File: src/rtl/apb2axi_rsp_collector.sv
`timescale 1ns/1ps
`default_nettype none
// apb2axi_rsp_collector: AXI R/B beat collector feeding the read buffer and completion FIFO.
// Optional APB2AXI_RLAST_CHECK_EN checks burst length against the issued ARLEN.  Rev 1.0
module apb2axi_rsp_collector #(
  parameter  int TAG_NUM       = 16,
  parameter  int MAX_BEATS_NUM = 16,
  parameter  int AXI_DATA_W    = 32,
  localparam int TAG_W         = $clog2(TAG_NUM),
  localparam int AXI_ID_W      = TAG_W,
  localparam int BEAT_W        = $clog2(MAX_BEATS_NUM),
  localparam int COMPLETION_W  = 1 + TAG_W + 2 + 1 + 8
) (
  input  logic                    aclk,
  input  logic                    aresetn,
  input  logic                    rd_issue_valid,
  input  logic [TAG_W-1:0]        rd_issue_tag,
  input  logic [7:0]              rd_issue_len,
  input  logic                    rvalid,
  output logic                    rready,
  input  logic                    rlast,
  input  logic [AXI_ID_W-1:0]     rid,
  input  logic [AXI_DATA_W-1:0]   rdata,
  input  logic [1:0]              rresp,
  input  logic                    bvalid,
  output logic                    bready,
  input  logic [AXI_ID_W-1:0]     bid,
  input  logic [1:0]              bresp,
  output logic                    rdbuf_we,
  output logic [TAG_W-1:0]        rdbuf_tag,
  output logic [BEAT_W-1:0]       rdbuf_beat,
  output logic [AXI_DATA_W-1:0]   rdbuf_data,
  output logic                    cpl_valid,
  input  logic                    cpl_ready,
  output logic [COMPLETION_W-1:0] cpl_entry
);

  typedef struct packed {
    logic             is_write;
    logic [TAG_W-1:0] tag;
    logic [1:0]       resp;
    logic             error;
    logic [7:0]       num_beats;
  } completion_entry_t;

  localparam logic [7:0] MAX_BEATS = 8'(MAX_BEATS_NUM);

  logic [7:0] beat_cnt [TAG_NUM];
  logic [1:0] resp_acc [TAG_NUM];
  logic       err_acc  [TAG_NUM];

  completion_entry_t rh_entry, bh_entry;
  logic rh_valid, bh_valid;
  logic prio, pending, sel_b_q, sel_b, grant;
  logic r_hs, b_hs, overflow, len_err, merged_err;
  logic [7:0] cur_cnt;
  logic [1:0] cur_resp, merged_resp;
  logic       cur_err;

  assign r_hs        = rvalid && rready;
  assign b_hs        = bvalid && bready;
  assign cur_cnt     = beat_cnt[rid];
  assign cur_resp    = resp_acc[rid];
  assign cur_err     = err_acc[rid];
  assign overflow    = (cur_cnt >= MAX_BEATS);
  assign merged_resp = (rresp > cur_resp) ? rresp : cur_resp;

`ifdef APB2AXI_RLAST_CHECK_EN
  logic [7:0] exp_len [TAG_NUM];

  always_ff @(posedge aclk or negedge aresetn) begin
    if (!aresetn) begin
      for (int i = 0; i < TAG_NUM; i++) exp_len[i] <= '0;
    end else if (rd_issue_valid) begin
      exp_len[rd_issue_tag] <= rd_issue_len;
    end
  end

  // Last beat must land on exp_len; a non-last beat landing there means the burst overruns.
  assign len_err = rlast ? (cur_cnt != exp_len[rid]) : (cur_cnt == exp_len[rid]);
`else
  logic unused_issue;
  assign unused_issue = ^{rd_issue_valid, rd_issue_tag, rd_issue_len};
  assign len_err      = 1'b0;
`endif

  assign merged_err = cur_err | rresp[1] | overflow | len_err;

  always_ff @(posedge aclk or negedge aresetn) begin
    if (!aresetn) begin
      for (int i = 0; i < TAG_NUM; i++) begin
        beat_cnt[i] <= '0;
        resp_acc[i] <= '0;
        err_acc[i]  <= 1'b0;
      end
    end else if (r_hs) begin
      if (rlast) begin
        beat_cnt[rid] <= '0;
        resp_acc[rid] <= '0;
        err_acc[rid]  <= 1'b0;
      end else begin
        beat_cnt[rid] <= cur_cnt + 8'd1;
        resp_acc[rid] <= merged_resp;
        err_acc[rid]  <= merged_err;
      end
    end
  end

  always_ff @(posedge aclk or negedge aresetn) begin
    if (!aresetn) begin
      rdbuf_we   <= 1'b0;
      rdbuf_tag  <= '0;
      rdbuf_beat <= '0;
      rdbuf_data <= '0;
    end else begin
      rdbuf_we <= r_hs && !overflow;
      if (r_hs) begin
        rdbuf_tag  <= rid;
        rdbuf_beat <= cur_cnt[BEAT_W-1:0];
        rdbuf_data <= rdata;
      end
    end
  end

  assign rready    = !rh_valid;
  assign bready    = !bh_valid;
  assign cpl_valid = rh_valid || bh_valid;
  assign grant     = cpl_valid && cpl_ready;

  // A presented but unaccepted entry stays selected so the output is stable under back-pressure.
  always_comb begin
    sel_b = bh_valid;
    if (pending)                   sel_b = sel_b_q;
    else if (rh_valid && bh_valid) sel_b = prio;
  end

  always_comb begin
    cpl_entry = '0;
    if (cpl_valid) cpl_entry = sel_b ? bh_entry : rh_entry;
  end

  always_ff @(posedge aclk or negedge aresetn) begin
    if (!aresetn) begin
      rh_valid <= 1'b0;
      rh_entry <= '0;
      bh_valid <= 1'b0;
      bh_entry <= '0;
      prio     <= 1'b0;
      pending  <= 1'b0;
      sel_b_q  <= 1'b0;
    end else begin
      if (r_hs && rlast) begin
        rh_valid <= 1'b1;
        rh_entry <= {1'b0, rid, merged_resp, merged_err, cur_cnt + 8'd1};
      end else if (grant && !sel_b) begin
        rh_valid <= 1'b0;
      end
      if (b_hs) begin
        bh_valid <= 1'b1;
        bh_entry <= {1'b1, bid, bresp, bresp[1], 8'd1};
      end else if (grant && sel_b) begin
        bh_valid <= 1'b0;
      end
      if (grant && rh_valid && bh_valid) prio <= ~prio;
      pending <= cpl_valid && !cpl_ready;
      sel_b_q <= sel_b;
    end
  end

endmodule
`default_nettype wire

File: config.mk
export PLATFORM = sky130hd
export DESIGN_NAME = apb2axi_rsp_collector
export DESIGN_NICKNAME = d
export VERILOG_FILES = /design/src/rtl/apb2axi_rsp_collector.sv
export SDC_FILE = /design/constraint.sdc
export NUM_CORES = 1
export LEC_CHECK = 0
export CORE_ASPECT_RATIO = 1.25
export CORE_MARGIN = 2
export CORE_UTILIZATION = 56
export CTS_CLUSTER_DIAMETER = 200
export DETAILED_ROUTE_END_ITERATION = 10
export PLACE_DENSITY = 0.8
export SYNTH_ARGS = -nofsm -noshare
export SYNTH_HDL_FRONTEND = slang
export SYNTH_SLANG_ARGS = --single-unit
File: constraint.sdc
create_clock -name aclk -period 3.65 [get_ports aclk]
set_input_delay 0.73 -clock aclk [delete_from_list [all_inputs] [get_ports aclk]]
set_output_delay 0.73 -clock aclk [all_outputs]
set_load 0.01 [all_outputs]
==> flow_metrics.env, run 1 <==
export IMPL_finalCriticalPeriod_ps=3470
export IMPL_grt_pass1_wl_mm=42.3
export IMPL_peakVddDrop_mv=0.329
export IMPL_firstDrtPassIters=5
export IMPL_slew_headroom_pct=50.4
export IMPL_crit_top_cell="o21ai_0"
export IMPL_start_util_pct=56.7
export IMPL_die_y_um=158
export IMPL_finalSetupTns_ps=0
export IMPL_vias=7767
export IMPL_r2r_start="beat_cnt[7]"
export IMPL_syn_area_per_cell_um2=11.4
export IMPL_synth_area_mm2=0.0106
export IMPL_ioPinCount=123
export IMPL_wirelength_mm=26.0
export IMPL_synth_seq_area_share_pct=57.5
export IMPL_grt_total_usage_pct=26.9
export IMPL_cts_sinks=244
export IMPL_critPathMaxFanout=8
export IMPL_gp_congestion=0.844
export IMPL_cts_made_buffers=24
export IMPL_fp_dieW_um=127
export IMPL_outcome="finished, final reports clean"
export IMPL_reg2reg_setup_slack_ps=740
export IMPL_fin_util_pct=70.1
export IMPL_cpPeakStageDelay_ps=570
export IMPL_rsz0062_at_grt="false"
export IMPL_finalClockSkew_ps=16.9
export IMPL_postCtsSetupRepairBufs=0
export IMPL_ys_seq_elements=244
export IMPL_r2r_end="err_acc[10]"
export IMPL_cts_hold_buf=0
export IMPL_synthArstFlopShare_pct=100
export IMPL_arrival_ps=2740
export IMPL_layout_commonest_cell="dfrtp_1"
export IMPL_mostFrequentLayoutCells="dfrtp_1 (244), nand2_1 (240), clkdlybuf4s50_1 (106)"
export IMPL_period_share_pct=95.0
export IMPL_grt_max_degree=99
export IMPL_detail_route_antenna_nets=0
export IMPL_grt_pass1_vias=7990
export IMPL_path_cells="inv_1 -> o21ai_0 -> o21ai_0 -> nor2_1 -> and2_1 -> clkdlybuf4s50_1"
export IMPL_maxSlewViolCount=0
export IMPL_drt_initial_drc_count=548
export IMPL_tritoncts="built"
export IMPL_overflow=0
export IMPL_ys_warn_count=0
export IMPL_crit_family="simple AND/OR/NAND/NOR gates"
export IMPL_hold_violations=0
export IMPL_antenna_found_initial=0
export IMPL_worst_r2r_path_depth=6
export IMPL_hpwl_mm=17.9
export IMPL_num_rows=56
export IMPL_cts_resized_gates=0
export IMPL_critical_path_slowest_cell="clkdlybuf4s50_1"
export IMPL_hold_ws_ps=231
export IMPL_worst_pin_slew_ps=744
export IMPL_ys_types=36
export IMPL_end_kind="primary output"
export IMPL_synthCells=930
export IMPL_fmax_mhz=288
export IMPL_clkSlewWorstSetupHoldPaths_ps=60
export IMPL_p_leak_nw=6.02
export IMPL_critPathBufInv=2
export IMPL_cp_start_kind="flip-flop"
export IMPL_pre_cts_slack_ps=43.6
export IMPL_clk_latency_ps=520
export IMPL_root_buffer="clkbuf_16"
export IMPL_cts_max_level=1
export IMPL_drc_errors=0
export IMPL_diodes=0
export IMPL_hp_class="input port to asynchronous set/reset pin"
export IMPL_routedWlPerCell_um=19.9
export IMPL_vias_per_cell=5.93
export IMPL_critical_path_required_ps=2920
export IMPL_setup_viol=0
export IMPL_core_mm2=0.0187
export IMPL_die_area_mm2=0.0201
export IMPL_fin_ws_ps=181
export IMPL_critPathKind="flip-flop to primary output"
export IMPL_synth_edff_count=0
export IMPL_drv_cap=0
export IMPL_power_per_cell_area_mw_per_mm2=636
export IMPL_clockBufferDepth=3
export IMPL_post_route_cells_drive_above_1_share_pct=17.3
export IMPL_synthToLayoutAreaGrowth_pct=23.5
export IMPL_port_buffers=109
export IMPL_syn_nets=998
export IMPL_finalPower_w=0.00834
export IMPL_final_nets=1131
export IMPL_synthFlopType="dfrtp_1"
flip-flops by register name, summed over array words and instances (netlist names):
signal and count:
beat_cnt 128, bh_entry 7, bh_valid 1, err_acc 16, pending 1, prio 1
rdbuf_beat 4, rdbuf_data 32, rdbuf_tag 4, rdbuf_we 1, resp_acc 32, rh_entry 15
rh_valid 1, sel_b_q 1
logic make-up (layout without fill, tap and decap cells):
logic type / after synthesis / in the layout / synth area share, %
AND/OR/NAND/NOR: 317 / 317 / 12.1
flip-flops: 244 / 244 / 57.5
AO/OA/AOI/OAI: 196 / 196 / 12.5
buffers and inverters: 81 / 229 / 3.21
multiplexers: 80 / 80 / 13.5
XOR/XNOR: 7 / 7 / 0.578
adder cells (fa/ha/maj): 5 / 5 / 0.589
metrics by stage:
| stage | instances | area, um^2 |
|---|---|---|
| finish | 1310 | 13100 |
| global route | 1310 | 13100 |
| detailed placement | 1269 | 12300 |
| CTS | 1310 | 13100 |
| global placement | 1269 | 12300 |
| floorplan | 930 | 10700 |
report_power, final:
group          total [W]  internal [W]  switching [W]
registers        0.00360       0.00328       0.000319
clock network    0.00242       0.00139        0.00102
logic            0.00232       0.00120        0.00113
total            0.00834       0.00587        0.00247
final cells by class:
class,count,area (um^2)
Clock inverter,4,28.8
Fill cell,1279,5600
Tap cell,232,290
Clock buffer,37,741
Sequential cell,244,6110
Timing Repair Buffer,178,1710
Inverter,10,37.5
Multi-Input combinational cell,605,4200
cells in the mapped netlist (3+ instances only):
library cell	n	area share, %
a22o_1	64	5.3
a22oi_1	14	0.99
and2_1	9	0.53
buf_1	5	0.18
buf_2	5	0.24
buf_6	3	0.32
clkbuf_1	56	2.0
dfrtp_1	244	58
ha_1	5	0.59
inv_1	10	0.35
mux2_2	24	2.5
mux2i_1	8	0.75
mux4_2	48	10
nand2_1	240	8.5
nand3_1	13	0.61
nand4_1	5	0.29
nor2_1	33	1.2
nor2b_1	6	0.35
o21ai_0	56	2.6
o21ai_1	34	1.6
o31ai_1	24	1.7
xnor2_1	5	0.41
how the worst max path moves through the flow:
stage | start | endpoint | cells past startpoint
3_5_place_dp | rid[0] | err_acc[10] | 9
3_3_place_gp | rid[0] | err_acc[3] | 9
6_report | rh_valid | cpl_entry[4] | 6
4_1_cts | rh_valid | cpl_entry[4] | 6
2_1_floorplan | rid[0] | resp_acc[0] | 13
5_1_grt | rh_valid | cpl_entry[1] | 6
routing by layer:
metal  vias to the layer above  wire length [um]  GRT usage, %
met2                       307             13400          47.2
met4                         0               709          9.73
met5                         -                 0             0
li1                       3548                 -             -
met1                      3861             10300          34.0
met3                        51              1650          4.36
Power figures use the tool's default switching activity.
==> run 2: changes to the inputs <==
Settings changed: CORE_UTILIZATION 56 to 51, PLACE_DENSITY 0.8 to 0.77.
Clock period 3.65 ns to 3.1 ns, I/O delays scaled along.
==> run 2 against run 1 <==
  * Sequential share of layout area down 1.1 points
  * Cell count up 5.0%
  * Non-clock buffer count up 22
  * Count of clock-buffer cells in the layout down 4
  * Wire length down 0.74%
  * Utilization down 4.8 points
  * Highest routed layer unchanged
  * First-iteration DRC count up 2.6%
==> flow_metrics.env, run 2 (synthesis gave the netlist of run 1 again) <==
export IMPL_p_leak_nw=6.18
export IMPL_fillers=1536
export IMPL_hpwl_mm=17.9
export IMPL_firstDrtPassIters=5
export IMPL_routedWlPerCell_um=18.8
export IMPL_path_cells="clkdlybuf4s50_1 -> nor2b_1 -> buf_4 -> a22oi_1 -> nand2_1 -> or4_1 -> or3_1 -> buf_12 -> a22o_1"
export IMPL_crit_start="rid[3]"
export IMPL_slew_headroom_pct=49.2
export IMPL_grt_total_usage_pct=24.1
export IMPL_largest_registers="beat_cnt (128), rdbuf_data (32), resp_acc (32)"
export IMPL_multi_input_area_mm2=0.00422
export IMPL_post_route_cells_drive_above_1_share_pct=19.5
export IMPL_r2r_end="err_acc[8]"
export IMPL_mostFrequentLayoutCells="dfrtp_1 (243), nand2_1 (239), clkdlybuf4s50_1 (104)"
export IMPL_power_per_cell_area_mw_per_mm2=737
export IMPL_port_buffers=109
export IMPL_cp_depth=9
export IMPL_finalPower_w=0.00990
export IMPL_start_util_pct=51.5
export IMPL_top_register="beat_cnt"
export IMPL_clk_latency_ps=510
export IMPL_drt_initial_drc_count=562
export IMPL_regArea_mm2=0.00611
export IMPL_overflow=0
export IMPL_grt_pass1_vias=7791
export IMPL_reg2reg_setup_slack_ps=210
export IMPL_end_kind="flip-flop"
export IMPL_wirelength_mm=25.8
export IMPL_vias=7817
export IMPL_drc_errors=0
export IMPL_critPathKind="input port to flip-flop"
export IMPL_gp_congestion=0.812
export IMPL_finalNonFillerCells=1375
export IMPL_critPathMaxFanout=16
export IMPL_hold_ws_ps=132
export IMPL_setup_viol=0
export IMPL_ioPinCount=123
export IMPL_root_buffer="clkbuf_16"
export IMPL_num_rows=59
export IMPL_maxSlewViolCount=0
export IMPL_hold_violations=0
export IMPL_worst_r2r_path_depth=6
export IMPL_layout_commonest_cell="dfrtp_1"
export IMPL_final_nets=1152
export IMPL_tritoncts="built"
export IMPL_clkSlewWorstSetupHoldPaths_ps=60
export IMPL_die_area_mm2=0.0220
export IMPL_cts_made_buffers=23
export IMPL_finalCriticalPeriod_ps=2970
export IMPL_placedCellCount=1332
export IMPL_critical_path_required_ps=3490
export IMPL_crit_end="err_acc[8]"
export IMPL_outcome="finished, final reports clean"
export IMPL_cts_max_level=1
export IMPL_crit_family="simple AND/OR/NAND/NOR gates"
export IMPL_drv_cap=0
export IMPL_arrival_ps=3360
export IMPL_largest_reg_flops=128
export IMPL_critical_path_slowest_cell="clkdlybuf4s50_1"
export IMPL_r2r_start="beat_cnt[7]"
export IMPL_peakVddDrop_mv=0.609
export IMPL_die_y_um=165
export IMPL_worst_pin_slew_ps=761
export IMPL_grt_max_degree=96
export IMPL_fmax_mhz=337
export IMPL_cpPeakStageDelay_ps=550
export IMPL_antenna_found_initial=0
export IMPL_critPathBufInv=3
export IMPL_synthToLayoutAreaGrowth_pct=26.6
export IMPL_finalClockSkew_ps=16.4
export IMPL_rsz0062_at_grt="false"
export IMPL_grt_pass1_wl_mm=41.9
export IMPL_cp_start_kind="input port"
export IMPL_clockBufferDepth=3
export IMPL_diodes=0
export IMPL_cts_sinks=244
export IMPL_period_share_pct=95.8
export IMPL_hp_class="input port to asynchronous set/reset pin"
export IMPL_core_mm2=0.0206
export IMPL_vias_per_cell=5.69
export IMPL_fp_dieW_um=133
export IMPL_detail_route_antenna_nets=0
[run 2: area by class of cell]
type | count | share of cell area [%]
flip-flops and latches | 244 | 45.5
clock buffers | 33 | 4.94
multi-input cells | 605 | 31.4
clock inverters | 9 | 0.773
inverters | 10 | 0.279
well taps | 274 | 2.55
repair buffers | 200 | 14.6
[run 2: layer usage]
metal / global-route usage, % / wire length, um / up-vias
li1: - / - / 3598
met1: 31.5 / 10500 / 3879
met2: 41.8 / 12900 / 279
met3: 3.36 / 1590 / 61
met4: 8.36 / 848 / 0
met5: 0 / 0 / -
[run 2: per-stage QoR]
step	utilization, %	TNS [ps]	area [um^2]	setup slack [ps]
after global routing	65.2	0	13400	4.07
after detailed placement	61.4	-29220	12600	-360
after floorplan	-	-8370	10800	-414
after global placement	61.4	-25320	12600	-340
after CTS	65.1	0	13400	20.7
final	65.2	0	13400	130
[run 2: what timing repair did]
action,in CTS,in global routing
buffers inserted,0,1
hold buffers,0,0
resized for setup,0,5
setup endpoints to repair,0,21
[run 2: worst min path at each step]
stage / from / endpoint / slack, ps
after floorplan: aresetn / beat_cnt[0] / 320
after global placement: bh_entry[15] / bh_entry[15] / 440
after detailed placement: bh_entry[15] / bh_entry[15] / 450
after CTS: aresetn / sel_b_q / 170
after global routing: aresetn / sel_b_q / 190
final: aresetn / sel_b_q / 130
[run 2: power breakdown]
group | internal [W] | leakage (nW) | switching, W
clock | 0.00166 | 0.374 | 0.00118
sequential | 0.00386 | 3.25 | 0.000372
combinational | 0.00148 | 2.55 | 0.00134
[run 2: worst register-to-register path, cell delays in order, from the launching register on]
cell	delay (ps)
dfrtp_1	390
mux4_2	490
mux4_2	520
or4_1	570
or3_1	420
buf_12	180
a22o_1	200
